$ cat config.mk
export PLATFORM = sky130hd
export DESIGN_NAME = rob_seq_ctrl
export DESIGN_NICKNAME = d
export VERILOG_FILES = /design/src/rtl/rob_seq_ctrl_pkg.sv /design/src/rtl/rob_comp_tracker.sv /design/src/rtl/rob_seq_ctrl.sv
export SDC_FILE = /design/constraint.sdc
export NUM_CORES = 1
export LEC_CHECK = 0
export CORE_MARGIN = 4
export CORE_UTILIZATION = 33
export CTS_CLUSTER_SIZE = 40
export DETAILED_ROUTE_END_ITERATION = 8
export MAX_ROUTING_LAYER = met4
export PLACE_DENSITY = 0.57
export SYNTH_ARGS = -nofsm -noshare
export SYNTH_HDL_FRONTEND = slang
export SYNTH_HIERARCHICAL = 1
export SYNTH_SLANG_ARGS = --single-unit
$ cat constraint.sdc
create_clock -name clk -period 6.8 [get_ports clk]
set_input_delay 1.36 -clock clk [delete_from_list [all_inputs] [get_ports clk]]
set_output_delay 1.36 -clock clk [all_outputs]
set_load 0.05 [all_outputs]
$ cat src/rtl/rob_seq_ctrl_pkg.sv
// rob_seq_ctrl_pkg: shared ROB sizing, tag type and per-entry status row.
package rob_seq_ctrl_pkg;
  localparam int ROB_DEPTH = 16;
  localparam int ROB_TAG_W = $clog2(ROB_DEPTH);
  typedef logic [ROB_TAG_W-1:0] rob_tag_t;
  typedef struct packed {
    logic valid;
    logic comp;
  } rob_row;
endpackage

$ cat src/rtl/rob_comp_tracker.sv
// rob_comp_tracker: per-entry valid/complete bitmaps with allocate, complete and retire ports.
module rob_comp_tracker
  import rob_seq_ctrl_pkg::*;
#(
  parameter int DEPTH = ROB_DEPTH,
  parameter int TAG_W = ROB_TAG_W
) (
  input  logic                  clk,
  input  logic                  rst,
  input  logic                  clr,
  input  logic                  set_en_1,
  input  logic                  set_en_2,
  input  logic [TAG_W-1:0]      set_tag_1,
  input  logic [TAG_W-1:0]      set_tag_2,
  input  logic [2:0]            cmp_en,
  input  logic [2:0][TAG_W-1:0] cmp_tag,
  input  logic                  clr_en_1,
  input  logic                  clr_en_2,
  input  logic [TAG_W-1:0]      clr_tag_1,
  input  logic [TAG_W-1:0]      clr_tag_2,
  output logic [DEPTH-1:0]      valid,
  output logic [DEPTH-1:0]      comp
);
  for (genvar i = 0; i < DEPTH; i++) begin : g_row
    rob_row row;
    logic alloc_hit, ret_hit, cmp_hit;
    assign alloc_hit = (set_en_1 && set_tag_1 == TAG_W'(i)) || (set_en_2 && set_tag_2 == TAG_W'(i));
    assign ret_hit   = (clr_en_1 && clr_tag_1 == TAG_W'(i)) || (clr_en_2 && clr_tag_2 == TAG_W'(i));
    assign cmp_hit   = (cmp_en[0] && cmp_tag[0] == TAG_W'(i)) || (cmp_en[1] && cmp_tag[1] == TAG_W'(i)) ||
                       (cmp_en[2] && cmp_tag[2] == TAG_W'(i));
    // retiring wins over a late completion; completions only land on live entries
    always_ff @(posedge clk) begin
      if (rst || clr) row <= '0;
      else if (alloc_hit) row <= '{valid: 1'b1, comp: 1'b0};
      else if (ret_hit) row <= '0;
      else if (cmp_hit && row.valid) row.comp <= 1'b1;
    end
    assign valid[i] = row.valid;
    assign comp[i]  = row.comp;
  end
endmodule

$ cat src/rtl/rob_seq_ctrl.sv
// rob_seq_ctrl: ROB head/tail/occupancy sequencing, 2-wide alloc and retire; ROB_FLUSH_EN adds a flush input.
module rob_seq_ctrl
  import rob_seq_ctrl_pkg::*;
#(
  parameter int DEPTH = ROB_DEPTH,
  parameter int TAG_W = ROB_TAG_W
) (
  input  logic             clk,
  input  logic             rst,
`ifdef ROB_FLUSH_EN
  input  logic             flush,
`endif
  input  logic             alloc_valid_1,
  input  logic             alloc_valid_2,
  output logic             alloc_ready,
  output logic [TAG_W-1:0] alloc_tag_1,
  output logic [TAG_W-1:0] alloc_tag_2,
  input  logic             result_valid_1,
  input  logic             result_valid_2,
  input  logic             result_valid_3,
  input  logic [TAG_W-1:0] result_ROB_1,
  input  logic [TAG_W-1:0] result_ROB_2,
  input  logic [TAG_W-1:0] result_ROB_3,
  input  logic             retire_en,
  output logic             rt_flag_1,
  output logic [TAG_W-1:0] rt_index_1,
  output logic             rt_flag_2,
  output logic [TAG_W-1:0] rt_index_2,
  input  logic [31:0]      tot_instr_count,
  output logic [31:0]      instr_retired,
  output logic             done,
  output logic [TAG_W:0]   rob_count,
  output logic             rob_full,
  output logic             rob_empty
);
  logic [TAG_W-1:0] head, tail;
  logic [DEPTH-1:0] valid, comp;
  logic             clr, acc_1, acc_2;
  logic [1:0]       n_acc, n_ret;
`ifdef ROB_FLUSH_EN
  assign clr = flush;
`else
  assign clr = 1'b0;
`endif
  assign alloc_ready = rob_count <= (TAG_W+1)'(DEPTH - 2);
  assign alloc_tag_1 = tail;
  assign alloc_tag_2 = tail + 1'b1;
  assign acc_1       = alloc_valid_1 & alloc_ready & ~clr;
  assign acc_2       = acc_1 & alloc_valid_2;
  assign rt_index_1  = head;
  assign rt_index_2  = head + 1'b1;
  assign rt_flag_1   = retire_en & ~done & ~clr & valid[rt_index_1] & comp[rt_index_1];
  // the second slot stops short so the final instruction retires alone
  assign rt_flag_2   = rt_flag_1 & valid[rt_index_2] & comp[rt_index_2] & (instr_retired + 32'd1 != tot_instr_count);
  assign n_acc       = {1'b0, acc_1} + {1'b0, acc_2};
  assign n_ret       = {1'b0, rt_flag_1} + {1'b0, rt_flag_2};
  assign rob_full    = rob_count == (TAG_W+1)'(DEPTH);
  assign rob_empty   = rob_count == '0;
  always_ff @(posedge clk) begin
    if (rst) begin
      head          <= '0;
      tail          <= '0;
      rob_count     <= '0;
      instr_retired <= '0;
      done          <= 1'b0;
    end else if (clr) begin
      head      <= '0;
      tail      <= '0;
      rob_count <= '0;
    end else begin
      head          <= head + TAG_W'(n_ret);
      tail          <= tail + TAG_W'(n_acc);
      rob_count     <= rob_count + (TAG_W+1)'(n_acc) - (TAG_W+1)'(n_ret);
      instr_retired <= instr_retired + 32'(n_ret);
      if (n_ret != 2'd0 && tot_instr_count != 32'd0 && instr_retired + 32'(n_ret) == tot_instr_count) done <= 1'b1;
    end
  end
  rob_comp_tracker #(.DEPTH(DEPTH), .TAG_W(TAG_W)) u_trk (
    .clk      (clk),
    .rst      (rst),
    .clr      (clr),
    .set_en_1 (acc_1),
    .set_en_2 (acc_2),
    .set_tag_1(alloc_tag_1),
    .set_tag_2(alloc_tag_2),
    .cmp_en   ({result_valid_3, result_valid_2, result_valid_1}),
    .cmp_tag  ({result_ROB_3, result_ROB_2, result_ROB_1}),
    .clr_en_1 (rt_flag_1),
    .clr_en_2 (rt_flag_2),
    .clr_tag_1(rt_index_1),
    .clr_tag_2(rt_index_2),
    .valid    (valid),
    .comp     (comp)
  );
endmodule

== Word-level counts from Yosys, hierarchy flattened ==
Index checks and enable logic that the tools add are counted.
Widths: inputs -> output; s select.
Storage, ports and cells
  word-level logic and storage cells: 475
  input bits: 52
  bits in registers: 78
  output and inout port bits: 59
Cells by class
  add/subtract/negate cells: 10
  reduce and logical (&&, ||, !) cells: 236
  muxes and demuxes: 72
  $lt $le $gt $ge: 3
  equal/unequal tests: 108
  bitwise gates (word level): 9
Operators with widths (number)
  $eq 4x4->1 const B: 56
  $logic_and 1x1->1: 130
  $eq 4x3->1 const B: 28
  $logic_or 1x1->1: 64
  $eq 4x2->1 const B: 14
  $mux 1: 52
  $reduce_or 3->1: 16
  $reduce_bool 2->1: 17
  $add 32x1->32 const B: 1
  $add 32x2->32: 1
  $eq 32x32->1: 1
  $mux 2: 16
  $ne 32x32->1: 1
  $reduce_bool 32->1: 1
  $eq 4x1->1 const B: 7
  $logic_not 4->1: 7
  $bmux 1 s4: 4
  $lt 4x5->1 const B: 2
  $add 4x1->4 const B: 2
  $add 4x2->4: 2
  $and 1x1->1: 8
  $add 5x2->5: 1
  $eq 5x5->1 const B: 1
  $le 5x4->1 const B: 1
  other kinds (4): 5

== Depth between registers and ports, before layout ==
Gate-level depths: netlist (run 1).
  depth after elaboration: 11
  gate-level depth with buffers: 21
  mapped depth without buffers: 20

== By module ==
Netlist (run 1), hierarchy kept.
By module, submodules not included
  rob_seq_ctrl: area an instance 4234.1 sq um, cells an instance 521, instances 1, sequential area each 920.9 sq um
  rob_comp_tracker: area an instance 2055.7 sq um, cells an instance 256, instances 1, sequential area each 640.6 sq um

== Worst setup path before layout (run 1) ==
OpenSTA, ideal clock, no wires.
  path type: register -> register
  start point: register head[0] (netlist: rt_index_1[0])
  end point: register done
  data arrival time: 6791 ps
  slack: -76 ps
  clock period less this slack: 6876 ps
  data required time: 6716 ps
  path buffers: 3
  setup time: 84 ps
  cell stages (with the launch flop): 18
  path through: dfxtp_1 buf_6 mux4_1 mux4_2 nor3b_2 o311ai_0 a41oi_1 ha_1 ha_1 a21o_1 and3_1 buf_2 and2_1 clkbuf_1 or3_1 a211oi_1 nand4_1 o31ai_2
Between the ends
  word-level cells in the longest chain between the ends: 11
  elaborated cells between the ends (all ways): 20
  classes of those cells: add/sub: 3; eq/ne: 1; mux: 8; bitwise: 5; reduce/logical: 3
Ends and longest elaborated chain
  start: declaration: RTL line rob_seq_ctrl.sv:36  | logic [TAG_W-1:0] head, tail;
  start signal: assignment: RTL line rob_seq_ctrl.sv:71  | head <= head + TAG_W'(n_ret);
  $bmux 1 s4: RTL line rob_seq_ctrl.sv:52  | assign rt_flag_1 = retire_en & ~done & ~clr & valid[rt_index_1] & comp[rt_index_1];
  $mux 1 (not written as such): RTL line rob_seq_ctrl.sv:52
  $and 1x1->1: RTL line rob_seq_ctrl.sv:52
  $and 1x1->1 *: RTL line rob_seq_ctrl.sv:52
  named net rt_flag_1: RTL line rob_seq_ctrl.sv:25  | output logic rt_flag_1,
  $and 1x1->1 * (3 in a row): RTL line rob_seq_ctrl.sv:54  | assign rt_flag_2 = rt_flag_1 & valid[rt_index_2] & comp[rt_index_2] & (instr_retired + 32'd1 != tot_instr_coun ...
  named net rt_flag_2: RTL line rob_seq_ctrl.sv:27  | output logic rt_flag_2,
  $add 1x1->2 *: RTL line rob_seq_ctrl.sv:56  | assign n_ret = {1'b0, rt_flag_1} + {1'b0, rt_flag_2};
  $add 32x2->32 or $reduce_bool 2->1 (tied branches): RTL line rob_seq_ctrl.sv:75  | if (n_ret != 2'd0 && tot_instr_count != 32'd0 && instr_retired + 32'(n_ret) == tot_instr_count) done <= 1'b1;
  $eq 32x32->1 or $logic_and 1x1->1 (tied branches): RTL line rob_seq_ctrl.sv:75
  $logic_and 1x1->1 *: RTL line rob_seq_ctrl.sv:75
  end signal: assignment: RTL line rob_seq_ctrl.sv:65  | done <= 1'b0;
  end signal: assignment: RTL line rob_seq_ctrl.sv:75
  end: declaration: RTL line rob_seq_ctrl.sv:31  | output logic done,
Mark *: on every way through the listed nets, which the timed path passes. The rest lies on a longest branch. The select of a mux whose other input is x is not followed.
A chain may end at the register's enable or synchronous reset.

== Worst setup path in the final report (run 1) ==
  start point: input tot_instr_count[23]
  end point: register done
Between the ends
  word-level cells in the longest chain between the ends: 6
  elaborated cells between the ends (all ways): 9
  classes of those cells: add/sub: 2; eq/ne: 2; bitwise: 1; reduce/logical: 4
Ends and longest elaborated chain
  start: declaration: RTL line rob_seq_ctrl.sv:29  | input logic [31:0] tot_instr_count,
  $ne 32x32->1: RTL line rob_seq_ctrl.sv:54
  $and 1x1->1: RTL line rob_seq_ctrl.sv:54
  $add 1x1->2: RTL line rob_seq_ctrl.sv:56
  $add 32x2->32 or $reduce_bool 2->1 (tied branches): RTL line rob_seq_ctrl.sv:75
  $eq 32x32->1 or $logic_and 1x1->1 (tied branches): RTL line rob_seq_ctrl.sv:75
  $logic_and 1x1->1 *: RTL line rob_seq_ctrl.sv:75
Every way passes the cells marked *; elsewhere a longest branch is shown, timed or not.

==> key figures, run 1 <==
Route
  – Drt pass-1 iters: 5
  – Drt drc: 0
  – Initial drt markers: between 400 and 500
  – Routed length per instance: roughly 19 um
  – Detailed-route wire length: about 21000 um
  – Vias: between 6000 and 7000
  – DR vias/cell: 5.735
  – Post-route antenna net violation count: 0

Timing
  – Slew margin rel.: about two fifths
  – Post-layout min period: 6.140 ns
  – Final setup violation count: 0
  – Final hold violations: 0
  – Worst slew pin tran: roughly 0.9 ns
  – Final Max Slew Viols: 0
  – FMAX: 0.1629 GHz
  – TNS Setup: 0 ns
  – Skew final: approximately 0.011 ns
  – RSZ-0062 raised after global routing: false
  – Fin crit share: roughly 90%

Critical path
  – Worst path depth: 15
  – Reg-to-reg startpoint: rt_index_1[0]
  – Bufs and invs on worst path: 1
  – Crit-path cells: clkdlybuf4s50_1 > xnor2_1 > or4b_2 > a21oi_1 > o2111ai_1 > nor4_1 > a41oi_2 > ha_1 > ha_1 > fa_1 > and2_0 > xnor2_1 > a2111oi_0 > nand4_1 > o31ai_2
  – Reg-to-Reg End: done
  – Worst path required time: approximately 7.1 ns
  – Worst path slowest cell: or4b_2
  – Reg2reg path depth: 14
  – CP Capture Point: done
  – Slowest stage delay, CP: approximately 0.62 ns
  – Worst Setup Path Type: in -> reg
  – Crit. Startpoint: tot_instr_count[23]
  – Crit Path Max Fanout: 9
  – Critical Path Start Type: input port
  – Worst setup EP type: register
  – Family with the most delay on the worst path: simple AND/OR/NAND/NOR gates
  – Flop-to-flop setup slack: approximately 1.4 ns
  – Critical path data arrival time: around 6.4 ns

Synth
  – Synth Cell Area: between 6000 and 7000 um^2
  – Avg Cell Area, Syn: between 8 and 9 um^2
  – #FFs+latches synth: 78
  – Ys async rst share: 0%
  – Top-area cell type share of the netlist area: between 20 and 25%
  – Sequential area share after synthesis: 24.83%
  – Synth area leader: dfxtp_1
  – YS warnings: 6
  – Synth unique cells: 75
  – Cells after Synth: about 780
  – Top FF cell, synth: dfxtp_1
  – Number of synthesized flops with an enable pin: 0
  – Synth area leaders: dfxtp_1, xnor2_1, xor2_1

CTS
  – Worst-case clock buffer depth: 2
  – Inserted Clock Buffers: 9
  – Post-CTS Resized: 0
  – CTS H-tree lvls: 3
  – Clk_lat worst skew: 0.34 ns
  – CTS tree: done
  – Hold-fix buffers at CTS: 0
  – CTS root buf: clkbuf_16
  – # clock sinks: 78
  – Reg clk slew, reported paths: 0.07 ns
  – Setup Buffers After CTS: 0

Placement
  – RePlAce Congestion: approximately 0.9
  – HPWL after DPL: approximately 16000 um
  – Placed Cells incl. Taps: approximately 1100
  – IO buf count: between 100 and 150

Floorplan
  – Row cnt: 50
  – Ports: roughly 110
  – Die Ht: about 150 um
  – Core Footprint: ~19000 um^2
  – Die Area: 21330 um^2
  – Initial Utilization: 33.63%
  – Chip width: 146.1 um

Layout
  – Fin cells: ~1100
  – Area growth from synthesis to layout: 24.51%
  – Final core utilization: around two fifths
  – Layout cell share with drive strength beyond 1: 4.233%
  – Most common cell after layout, fill and taps aside: clkdlybuf4s50_1
  – Most frequent cells in the layout: clkdlybuf4s50_1, nor2_1, dfxtp_1, nand2_1, nand3_1
  – Final #Nets: approximately 940
  – Layout fillers: 1896
  – Antenna cells: 0

Power and ir drop
  – Clock group share of total power: 35.7%
  – Internal power: a little over 900 uW
  – Pwr dens: 174.0 nW/um^2
  – Max VDD drop: 0.0001462 V
  – Sw frac: 33.40%
  – Sw Pwr: ~460 uW
  – Gate power share: ~28%
  – Sequential share of power: between 30% and 40%
  – Leak: 0.002581 uW

Flow run
  – Max cap viols: 0

GRT
  – First-pass GRT wire length: between 30000 and 40000 um
  – GRT overflow: 0
  – Vias in the first global route: between 6000 and 7000
  – GRT Util Overall: between 15 and 20%
  – Initial antenna violation count: 0
  – Pin count of the biggest net entering global routing: 50

Run status
  – Outcome: finished, final reports clean

Hold path
  – HP Class: reg -> reg
## layer usage
| metal | vias up | routed length, um | track usage (%) |
|---|---|---|---|
| li1 | 3066 | - | - |
| met1 | 3030 | 9619 | 26.46 |
| met2 | 232 | 9655 | 31.12 |
| met3 | 26 | 1271 | 3.414 |
| met4 | 0 | 426 | 5.833 |
| met5 | - | 0 | - |
## tightest hold or removal path, cell delays in order, from the launching register on
cell,delay (ns)
dfxtp_1,0.33
nand2_1,0.06
a21oi_1,0.05
## sequential cells by signal, indices dropped and copies added, names as in the netlist
name and count:
done 1, u_trk/valid 16, rt_index_1 4, alloc_tag_1 4
u_trk/comp 16, instr_retired 32, rob_count 5
## Yosys cell counts (all sizes together) (4+ instances only)
cell type and instances:
nor2 79, and3b 6, a21oi 32, xor2 47, nand4 33, nor2b 19
nor3 14, or2 4, o221ai 12, a31oi 17, o211ai 4, o21ai 8
nand3b 8, dfxtp 78, mux4 9, and3 14, clkbuf 20, nand2 59
and4 14, ha 18, o22a 18, inv 27, nand2b 17, o22ai 8
nand3 54, fa 5, and2 5, a211oi 5, buf 14, nor4 18
xnor2 49, a41oi 6, nor3b 6
## how the worst min path moves through the flow
stage | from | end | slack (ns) | cells after the start
2_1_floorplan | u_trk/valid[11] | u_trk/comp[11] | 0.45 | 2
3_3_place_gp | u_trk/valid[9] | u_trk/comp[9] | 0.48 | 2
3_5_place_dp | u_trk/valid[11] | u_trk/comp[11] | 0.48 | 2
4_1_cts | u_trk/valid[11] | u_trk/comp[11] | 0.49 | 2
5_1_grt | u_trk/valid[11] | u_trk/comp[11] | 0.52 | 2
6_report | u_trk/valid[11] | u_trk/comp[11] | 0.49 | 2
## cell families after synthesis
group,count (synthesis),synth area share (%)
other,1,0.05962
DFF,78,24.83
adders and majority gates,23,5.172
buffers and inverters,61,4.555
and+or+nand+nor,363,31.11
AOI/OAI and AO/OA,142,16.33
xor gates and xnor gates,97,13.77
muxes,12,4.177
## power groups by stage
| stage | logic [uW] | clock network (uW) | registers (uW) |
|---|---|---|---|
| 6_report | 382 | 486 | 495 |
| 3_5_place_dp | 382 | 0 | 505 |
| 5_1_grt | 416 | 516 | 499 |
| 4_1_cts | 385 | 502 | 495 |
| 2_1_floorplan | 213 | 0 | 542 |
| 3_3_place_gp | 382 | 0 | 506 |
## layout make-up
class / instances / area, um^2 / area share (%)
Clock buffer: 10 / 229.0 / 2.924
Inverter: 27 / 106.4 / 1.358
Multi-Input combinational cell: 639 / 4453 / 56.86
Sequential cell: 78 / 1562 / 19.94
Clock inverter: 6 / 62.56 / 0.7988
Tap cell: 234 / 292.8 / 3.739
Timing Repair Buffer: 114 / 1126 / 14.38
## metrics by stage
step	hold WS [ns]	power (uW)	area [um^2]	worst slack [ns]
6_report	0.4862	1363	7831	0.6602
2_1_floorplan	0.4544	754.3	6301	0.3335
5_1_grt	0.5212	1431	7831	0.3205
3_5_place_dp	0.4800	887.4	7540	0.3790
3_3_place_gp	0.4753	887.5	7540	0.5213
4_1_cts	0.4890	1382	7831	0.7454
No activity file was read; power rests on OpenSTA's default activity.
==> run 2, diff against run 1 <==
--- a/config.mk
+++ b/config.mk
@@ -5,12 +5,14 @@
 export SDC_FILE = /design/constraint.sdc
 export NUM_CORES = 1
 export LEC_CHECK = 0
+export CELL_PAD_IN_SITES_DETAIL_PLACEMENT = 1
+export CELL_PAD_IN_SITES_GLOBAL_PLACEMENT = 1
 export CORE_MARGIN = 4
 export CORE_UTILIZATION = 33
 export CTS_CLUSTER_SIZE = 40
 export DETAILED_ROUTE_END_ITERATION = 8
 export MAX_ROUTING_LAYER = met4
-export PLACE_DENSITY = 0.57
+export PLACE_DENSITY = 0.72
 export SYNTH_ARGS = -nofsm -noshare
 export SYNTH_HDL_FRONTEND = slang
 export SYNTH_HIERARCHICAL = 1
==> constraint.sdc (replaced) <==
create_clock -name clk -period 5.9 [get_ports clk]
set_input_delay 1.18 -clock clk [delete_from_list [all_inputs] [get_ports clk]]
set_output_delay 1.18 -clock clk [all_outputs]
set_load 0.05 [all_outputs]
==> run 2 against run 1 <==
  * Wire length up 12%
  * Cell count up 0.99%
  * Via count up 3.6%
  * Critical path type unchanged
  * Critical endpoint unchanged
  * Highest routed layer unchanged
==> key figures, run 2 (synthesis results as in run 1) <==
Placement
  – IO buf count: 110 (unchanged)
  – RePlAce Congestion: 0.9305 (+5.5%)
  – Setup Slack @ Placement: 0.1189 ns (-0.2601 ns)
  – HPWL after DPL: 18530 um (+14%)

Power and ir drop
  – Leak: 0.002644 uW (+2.4%)
  – Pwr dens: 205.9 nW/um^2 (+18%)
  – Max VDD drop: 0.0001476 V (+0.91%)

Route
  – Detailed-route wire length: 23390 um (+12%)
  – Routed length per instance: 20.90 um (+10%)
  – Vias: 6580 (+3.6%)
  – DR vias/cell: 5.880 (+2.5%)
  – Post-route antenna net violation count: 0 (unchanged)
  – Drt drc: 0 (unchanged)
  – Drt pass-1 iters: 5 (unchanged)
  – Initial drt markers: 396 (-19%)

Timing
  – TNS Setup: 0 ns (unchanged)
  – Post-layout worst setup margin: 0.4628 ns (-0.1974 ns)
  – FMAX: approximately 0.18 GHz
  – Post-layout min period: between 5 and 6 ns
  – Final hold violations: 0 (unchanged)
  – Final setup violation count: 0 (unchanged)
  – Slew margin rel.: 38.78% (-0.48 points)
  – Worst slew pin tran: 0.9182 ns (+0.007167 ns)
  – Skew final: 0.009309 ns (-0.001319 ns)
  – Fin crit share: between 90% and 100%
  – RSZ-0062 raised after global routing: false
  – Final Max Slew Viols: 0 (unchanged)

CTS
  – Worst-case clock buffer depth: 2 (unchanged)
  – CTS tree: done
  – Clk_lat worst skew: 0.35 ns (about the same)
  – Setup Buffers After CTS: 0 (unchanged)
  – CTS root buf: clkbuf_16
  – Inserted Clock Buffers: 9 (unchanged)
  – # clock sinks: 78 (unchanged)
  – Reg clk slew, reported paths: 0.07 ns (about the same)
  – Post-CTS Resized: 0 (unchanged)
  – CTS H-tree lvls: 3 (unchanged)
  – Hold-fix buffers at CTS: 0 (unchanged)

GRT
  – Vias in the first global route: 6498 (+6.7%)
  – First-pass GRT wire length: 36580 um (+8.9%)
  – Initial antenna violation count: 0 (unchanged)
  – Pin count of the biggest net entering global routing: 50 (unchanged)
  – GRT overflow: 0 (unchanged)
  – GRT Util Overall: 21.95% (+2.1 points)

Floorplan
  – Die Ht: 146.1 um (unchanged)
  – Row cnt: 50 (unchanged)
  – Chip width: 146.1 um (unchanged)
  – Die Area: 21330 um^2 (unchanged)
  – Core Footprint: 18710 um^2 (unchanged)
  – Ports: 111 (unchanged)
  – Initial Utilization: 33.63% (unchanged)

Critical path
  – Crit-path cells: clkdlybuf4s50_1 > xnor2_1 > or4b_2 > a21oi_1 > o2111ai_1 > nor4_1 > a41oi_2 > ha_4 > ha_1 > fa_1 > and2_0 > xnor2_1 > a2111oi_0 > nand4_1 > o31ai_2
  – Cell mode on critical path: xnor2_1
  – Worst Setup Path Type: in -> reg
  – Slowest stage delay, CP: 0.60 ns (-0.02 ns)
  – Worst path required time: 6.17 ns (-0.89 ns)
  – Critical path data arrival time: 5.70 ns (-0.70 ns)
  – Crit Path Max Fanout: 5 (-4)
  – Worst path slowest cell: or4b_2
  – Worst setup EP type: register
  – Critical Path Start Type: input port

Layout
  – Area of the multi-input gates: 4479 um^2 (+0.59%)
  – Max reg flops: 32 (unchanged)
  – Area growth from synthesis to layout: 26.72%
  – Most common cell after layout, fill and taps aside: clkdlybuf4s50_1
  – Most frequent cells in the layout: clkdlybuf4s50_1, nor2_1, dfxtp_1, nand2_1, nand3_1
  – Layout cell share with drive strength beyond 1: 5.989% (+1.8 points)
  – Largest Register: instr_retired
  – Layout fillers: 2269 (+20%)
  – Sequential Area: 1563 um^2 (about the same)
  – Antenna cells: 0 (unchanged)
  – Final #Nets: 955 (+1.2%)

Hold path
  – HP Class: reg -> reg

Flow run
  – Max cap viols: 0 (unchanged)

Run status
  – Outcome: finished, final reports clean
## run 2: metrics by stage
stage	cell area [um^2]	cells	utilization [%]	hold slack [ns]	total power, uW
detailed placement	7647	1103	40.88	0.5058	1033
global placement	7647	1103	40.88	0.4975	1028
CTS	7970	1119	42.61	0.5165	1656
global route	7970	1119	42.61	0.5353	1710
finish	7970	1119	42.61	0.5127	1641
floorplan	6329	778	-	0.4544	869.5
## run 2: final timing paths
path	start	end	slack [ns]	cells after the start
worst max-delay path	tot_instr_count[23]	done	0.46	15
worst max register to register	instr_retired[2]	done	0.73	15
worst min-delay path	u_trk/valid[11]	u_trk/comp[11]	0.51	2
worst min register to register	u_trk/valid[11]	u_trk/comp[11]	0.51	2
## run 2: final cells by class
cell class / instances / share of cell area [%]
Inverter: 27 / 1.334
Timing Repair Buffer: 125 / 15.13
Sequential cell: 78 / 19.61
Multi-Input combinational cell: 639 / 56.20
Clock buffer: 9 / 2.826
Tap cell: 234 / 3.673
Clock inverter: 7 / 1.224
## run 2: power by group
group          switching, uW  internal [uW]  leakage (uW)  total [uW]
Combinational            272            176       0.00186         448
Clock                    249            372      0.000152         622
Sequential              27.5            544      0.000630         571
## run 2: layer usage
metal	vias to the layer above	track usage (%)	routed length (um)
met2	241	36.01	11290
met4	0	7.573	631
met5	-	-	0
li1	3095	-	-
met3	43	3.197	1366
met1	3201	27.80	10110
## run 2: worst max-delay path: cells and delay by family
| kind | cells | cell delay, ns |
|---|---|---|
| buffers and inverters | 1 | 0.43 |
| and+or+nand+nor | 4 | 1.46 |
| xor gates and xnor gates | 2 | 0.41 |
| AOI/OAI and AO/OA | 5 | 1.31 |
| adders and majority gates | 3 | 0.92 |
